[src/rtl/zld_xc9.sv]
// Zero-run-length token decoder: literal tokens emit one word, run tokens emit 1..2^CNTW zeros.
// Optional sticky format-error flag when ZLD_XC9_ERR_EN is defined.
module zld_xc9 #(
    parameter int W    = 16,
    parameter int CNTW = 4
) (
    input  logic         clock,
    input  logic         reset,
    input  logic         i_v,
    input  logic [W-1:0] i_d,
    output logic         i_b,
    output logic         o_v,
    output logic [W-1:0] o_d,
    input  logic         o_b
`ifdef ZLD_XC9_ERR_EN
    ,
    output logic         err
`endif
);

    // Handshake: a token moves on i_v=1 && i_b=0; a word moves on o_v=1 && o_b=0.
    typedef enum logic [1:0] {
        S_IN  = 2'd0,
        S_LIT = 2'd1,
        S_RUN = 2'd2
    } state_t;

    state_t          state;
    logic [CNTW-1:0] cnt;
    logic [W-1:0]    data_r;

    // Outputs are registered alongside the state so they always mirror it.
    always_ff @(posedge clock or negedge reset) begin
        if (!reset) begin
            state  <= S_IN;
            cnt    <= '0;
            data_r <= '0;
            i_b    <= 1'b0;
            o_v    <= 1'b0;
            o_d    <= '0;
        end else begin
            case (state)
                S_IN: begin
                    if (i_v) begin
                        i_b <= 1'b1;
                        o_v <= 1'b1;
                        if (!i_d[W-1]) begin
                            data_r <= {1'b0, i_d[W-2:0]};
                            o_d    <= {1'b0, i_d[W-2:0]};
                            state  <= S_LIT;
                        end else begin
                            cnt   <= i_d[CNTW-1:0];
                            o_d   <= '0;
                            state <= S_RUN;
                        end
                    end
                end
                S_LIT: begin
                    if (!o_b) begin
                        state <= S_IN;
                        i_b   <= 1'b0;
                        o_v   <= 1'b0;
                        o_d   <= '0;
                    end
                end
                S_RUN: begin
                    if (!o_b) begin
                        if (cnt != '0) begin
                            cnt <= cnt - 1'b1;
                        end else begin
                            state <= S_IN;
                            i_b   <= 1'b0;
                            o_v   <= 1'b0;
                            o_d   <= '0;
                        end
                    end
                end
                default: begin
                    state <= S_IN;
                    i_b   <= 1'b0;
                    o_v   <= 1'b0;
                    o_d   <= '0;
                end
            endcase
        end
    end

`ifdef ZLD_XC9_ERR_EN
    // Zero literals and runs with reserved bits set are malformed; decoding still proceeds.
    logic bad_tok;
    assign bad_tok = i_d[W-1] ? (i_d[W-2:CNTW] != '0) : (i_d[W-2:0] == '0);

    always_ff @(posedge clock or negedge reset) begin
        if (!reset) begin
            err <= 1'b0;
        end else if (state == S_IN && i_v && bad_tok) begin
            err <= 1'b1;
        end
    end
`endif

endmodule

[config.mk]
export PLATFORM = sky130hd
export DESIGN_NAME = zld_xc9
export DESIGN_NICKNAME = d
export VERILOG_FILES = /design/src/rtl/zld_xc9.sv
export SDC_FILE = /design/constraint.sdc
export NUM_CORES = 1
export LEC_CHECK = 0
export ABC_CLOCK_PERIOD_IN_PS = 2080
export CAP_MARGIN = 5
export CELL_PAD_IN_SITES_DETAIL_PLACEMENT = 0
export CELL_PAD_IN_SITES_GLOBAL_PLACEMENT = 1
export CORE_ASPECT_RATIO = 2
export CORE_MARGIN = 2
export CORE_UTILIZATION = 28
export DETAILED_ROUTE_END_ITERATION = 8
export PLACE_DENSITY = 0.79
export REMOVE_ABC_BUFFERS = 1
export SLEW_MARGIN = 0
export SYNTH_ARGS = -nofsm -noshare
export SYNTH_HDL_FRONTEND = slang
export SYNTH_SLANG_ARGS = --single-unit
[constraint.sdc]
create_clock -name clock -period 2.08 [get_ports clock]
set_clock_uncertainty 0.05 [all_clocks]
set_input_delay 0.208 -clock clock [delete_from_list [all_inputs] [get_ports clock]]
set_output_delay 0.208 -clock clock [all_outputs]
set_load 0.01 [all_outputs]
==> reports/results.ini, run 1 <==
[status]
outcome=finished clean

[power_and_ir_drop]
powerDensity_nw_per_um2=1350
ir_worst_vdd_mv=0.5150
power.total_mw=2.187
leakage_nw=0.6808

[floorplan]
core_um2=4046
io_pins=38
fp.dieArea_um2=4737
fp.dieH_um=95.36
die_width_um=49.68
rows=33
initial_core_util_pct=28.88

[timing]
fmax_mhz=512.6
tns_ps=0
timing.final.ws_setup_ps=129.1
hold_ws_ps=247.9
finalCriticalPeriod_ps=1951
slew_viol_final=0
hold_viol_final=0
rsz0062_at_grt=false
setup_viol=0
min_period_over_period_pct=93.79

[placement]
dp_worst_setup_slack_ps=150.2
gp_congestion=0.7939
hpwl_um=1905
port_buffers=36
dp.cells=197

[yosys]
synth.distinct_cells=32
synth_xor_area_share_pct=0
ys_seq_area_share_pct=47.11
netlist_area_um2=1169
synthSimpleGateAreaFrac_pct=16.27
ys_top_cells_by_area=dfrtp_1 47%, mux2i_1 15%, inv_1 6.1%
ys.flop_type=dfrtp_1
avgSynthCellArea_um2=10.34
synth-compound-area-share_pct=8.137
synth_edf_count=0
ys_seq_elements=22
yosys_warnings=0
synthAdderAreaFrac_pct=1.071
async_reset_ff_share_pct=100.0
synth.mux.area_fraction_pct=15.52
synth_top_family_by_area=simple AND/OR/NAND/NOR gates
yosys.area.top_type=dfrtp_1
post-synth-top-area-fraction_pct=47.11
postSynthCellCount=113

[drt]
met1_length_um=1043
ant_nets=0
first_pass_iters=2
via_per_inst=4.493
drc_errors=0
avgRoutedWirePerCell_um=12.43
vias=903
drt-total-wl_um=2499
drtIter0Drc=6
route.met2.wl_um=1308
met3_wirelength_um=128
topRoutingLayerUsed=met4

[global_routing]
grt.overflow.total=0
grt_first_pass_wirelength_um=4119
grt_pass1_vias=892
antenna_found_initial=0
grt_max_degree=23
track_usage_pct=11.11

[cells_and_area]
drive_gt1_share_pct=8.725
n_antenna_cell=0
final_common_cell=clkdlybuf4s50_1
final_cell_mix=36 x clkdlybuf4s50_1, 22 x dfrtp_1, 19 x inv_1
fillers=426
layoutNonFillerInstCount=201
finalNetCount=171
area_growth_pct=38.65

[job]
cap_violations=0

[setup_path]
crit_path_max_fanout=6
crit_type=reg -> reg
critPathBufInv=1
cp_cell_sequence=inv_1 -> ha_1 -> or3b_2 -> a21boi_2 -> mux2_1
crit_end=cnt[1]$_DFFE_PN0P_
critical-path-top-delay-family=simple AND/OR/NAND/NOR gates
worstSetupEndpointType=flop
startpoint_type=flop
crit_cells=5
crit_slowest_cell=or3b_2
crit_arrival_ps=2040
rr_startpoint=cnt[0]$_DFFE_PN0P_
crit_path_start=cnt[0]$_DFFE_PN0P_
rrSetupSlack_ps=130
max_stage_delay_ps=480
worstRegToRegCells=5
r2r_end=cnt[1]$_DFFE_PN0P_
required_ps=2170

[clock_network]
cts.sinks=22
cts_made_buffers=3
cts_buffer_depth=2
cts_max_level=1
clkTransAtPathRegs_ps=80
cts_tree=built
post_cts_buffers=0
clock-root-buffer=clkbuf_8
cts_resized=0
clkLatencyLatePin_ps=250
cts_hold_buf=0

[worst_hold_path]
hold_class=in -> async

[state kept, by name, indices dropped and copies added (netlist names)]
signal / count
state: 2
o_d: 15
cnt: 4
o_v: 1
[Yosys cell counts, types with 2 or more instances]
master	n
mux2i_1	17
nor3b_1	3
dfrtp_1	22
a211oi_1	3
nor2_1	2
buf_2	2
nand2b_1	2
inv_1	19
buf_4	3
a21oi_1	2
nand2_1	16
o22ai_1	2
[worst reg2reg max path, cell delays in order (launching register included)]
cell      delay (ps)
dfrtp_1          430
inv_1            110
ha_1             200
or3b_2           480
a21boi_2         230
mux2_1           340
[cells by family (layout without fill, tap and decap cells)]
logic type                 count (synthesis)  count (layout)
other                                      1               1
buffers and inverters                     26              62
and+or+nand+nor                           32              32
DFF                                       22              22
adders and majority gates                  1               1
AOI/OAI and AO/OA                         13              13
muxes                                     18              18
[report_power, final]
group,internal (mW),switching [mW],total (mW)
clock,0.168,0.127,0.296
combinational,0.617,0.468,1.09
sequential,0.627,0.178,0.805
total,1.41,0.774,2.19
[metal layers]
metal | vias up | GRT usage [%]
met5 | - | 0
met4 | 0 | 3.472
met2 | 29 | 20.56
met1 | 429 | 12.41
li1 | 443 | -
met3 | 2 | 2.351
[how the worst min path moves through the flow]
stage	start	endpoint	slack (ps)	cells after the start
after floorplan	reset	cnt[0]$_DFFE_PN0P_	-140	0
after global placement	o_v$_DFFE_PN0P_	o_v$_DFFE_PN0P_	450	1
after detailed placement	o_d[7]$_DFFE_PN0P_	o_d[7]$_DFFE_PN0P_	460	2
after CTS	reset	o_d[12]$_DFFE_PN0P_	260	2
after global routing	reset	o_d[12]$_DFFE_PN0P_	270	2
final	reset	o_d[12]$_DFFE_PN0P_	250	2
[per-stage QoR]
step	cell area (um2)	util, %
2_1_floorplan	1105	-
3_3_place_gp	1565	38.68
3_5_place_dp	1565	38.68
4_1_cts	1620	40.04
5_1_grt	1620	40.04
6_report	1620	40.04
[cell type report]
| type | instances | area, um2 | share of cell area, % |
|---|---|---|---|
| sequential | 22 | 550.5 | 33.98 |
| multi-input combinational | 65 | 483.0 | 29.81 |
| timing repair buffer | 39 | 395.4 | 24.40 |
| inverter | 19 | 71.32 | 4.402 |
| tap | 52 | 65.06 | 4.015 |
| clock buffer | 4 | 55.05 | 3.398 |
Note: power is estimated with default switching activity, not from simulation.
==> run 2, diff against run 1 <==
--- a/config.mk
+++ b/config.mk
@@ -10,7 +10,7 @@
 export CELL_PAD_IN_SITES_DETAIL_PLACEMENT = 0
 export CELL_PAD_IN_SITES_GLOBAL_PLACEMENT = 1
 export CORE_ASPECT_RATIO = 2
-export CORE_MARGIN = 2
+export CORE_MARGIN = 5
 export CORE_UTILIZATION = 28
 export DETAILED_ROUTE_END_ITERATION = 8
 export PLACE_DENSITY = 0.79
==> run 2 against run 1 <==
Against the previous run:
- sequential cell count is the same
- highest routed layer unchanged
- critical endpoint unchanged
- fmax shrank 0.34%
- first-iteration DRC count is the same
- power shrank 0.49%
- sequential power grew 0.5%
- utilization shrank 0.37 points
- die area grew 19%
- combinational power is essentially flat
- design area is essentially flat
- largest power group unchanged
==> reports/results.ini, run 2 (synthesis gave the netlist of run 1 again) <==
[cells_and_area]
drive_gt1_share_pct=8.725
finalNetCount=172
area_growth_pct=38.76
final_cell_mix=36 x clkdlybuf4s50_1, 22 x dfrtp_1, 19 x inv_1
largest_register_ffs=15
fin_area_um2=1622
final_common_cell=clkdlybuf4s50_1
top_regs=o_d: 15 flops, cnt: 4 flops, state: 2 flops
layoutNonFillerInstCount=201
largest-register=o_d
n_antenna_cell=0
utilization_pct=39.67

[drt]
vias=942
drt-total-wl_um=2783
drc_errors=0
ant_nets=0
drtIter0Drc=6
first_pass_iters=4
avgRoutedWirePerCell_um=13.85
via_per_inst=4.687

[clock_network]
clkLatencyLatePin_ps=250
cts.sinks=22
clkTransAtPathRegs_ps=70
cts_max_level=1
cts_buffer_depth=2
post_cts_buffers=0
cts_hold_buf=0
cts_made_buffers=3
clock-root-buffer=clkbuf_8
cts_tree=built

[timing]
fmax_mhz=510.8
timing.final.ws_setup_ps=122.4
hold_viol_final=0
hold_ws_ps=245.2
tightestPinTransition_ps=567.1
slew_headroom_pct=62.11
tns_ps=0
rsz0062_at_grt=false
slew_viol_final=0
min_period_over_period_pct=94.11
finalCriticalPeriod_ps=1958
setup_viol=0

[power_and_ir_drop]
power.total_mw=2.176
p_int_mw=1.384
p_sw_share_pct=36.42
powerDensity_nw_per_um2=1342
ir_worst_vdd_mv=0.4411
clockPowerShare_pct=11.7
leakage_nw=0.6873
power_frac_comb_pct=51.1
p_seq_share_pct=37.2
power.switching_mw=0.7925

[placement]
post_dp_cell_area_um2=1573
port_buffers=36
dp.cells=198
gp_congestion=0.8502
hpwl_um=2219
dp_worst_setup_slack_ps=124.8

[setup_path]
required_ps=2170
worstRegToRegCells=5
crit_path_start=cnt[0]$_DFFE_PN0P_
worstSetupEndpointType=flop
crit_end=cnt[1]$_DFFE_PN0P_
startpoint_type=flop
rr_startpoint=cnt[0]$_DFFE_PN0P_
crit_arrival_ps=2050
r2r_end=cnt[1]$_DFFE_PN0P_
rrSetupSlack_ps=120
crit_type=reg -> reg
crit_path_max_fanout=6

[floorplan]
rows=33
fp.dieH_um=101.4
initial_core_util_pct=28.59
fp.dieArea_um2=5644
die_width_um=55.68
core_um2=4088
io_pins=38

[global_routing]
track_usage_pct=10.45
antenna_found_initial=0
grt_first_pass_wirelength_um=4747
grt_pass1_vias=1033
grt_max_degree=23
grt.overflow.total=0

[worst_hold_path]
hold_class=in -> async

[job]
cap_violations=0

[status]
outcome=finished clean

-- run 2: how the worst min path moves through the flow --
stage                     from             endpoint  slack (ps)  cells after the start
4_1_cts                  reset  o_d[11]$_DFFE_PN0P_         250                      2
3_3_place_gp   o_v$_DFFE_PN0P_      o_v$_DFFE_PN0P_         440                      1
3_5_place_dp   o_v$_DFFE_PN0P_      o_v$_DFFE_PN0P_         450                      1
2_1_floorplan            reset   cnt[0]$_DFFE_PN0P_        -140                      0
6_report                 reset  o_d[11]$_DFFE_PN0P_         250                      2
5_1_grt                  reset  o_d[11]$_DFFE_PN0P_         290                      2
-- run 2: cell type report --
class                   count  area (um2)
fillers                   401        2466
multi-input cells          65       490.5
inverters                  19       71.32
clock buffers               3       41.29
flip-flops and latches     22       550.5
well taps                  52       65.06
repair buffers             40       402.9
-- run 2: per-layer routing --
| layer | GRT usage [%] | vias to the layer above | share of wire (%) |
|---|---|---|---|
| met5 | 0 | - | 0 |
| met2 | 20.53 | 31 | 58 |
| met3 | 2.806 | 6 | 6.2 |
| met1 | 9.584 | 461 | 34 |
| met4 | 5.243 | 0 | 2.3 |
| li1 | - | 444 | - |
-- run 2: power by group through the flow --
stage	clock network [mW]	logic [mW]	registers (mW)
after global routing	0.291	1.21	0.839
after CTS	0.269	1.12	0.803
after global placement	0	1.08	0.794
final	0.256	1.11	0.809
after floorplan	0	0.503	0.855
after detailed placement	0	1.12	0.812
-- run 2: what timing repair did --
action                                 CTS  global route
setup endpoints to repair                0             1
resized for setup                        0             1
endpoints found under the hold margin    0             0
-- run 2: critical path: stages (launching register included) --
cell and delay [ps]:
dfrtp_1 440, inv_1 100, ha_1 200, or3b_2 510
a21boi_4 210, mux2_1 330
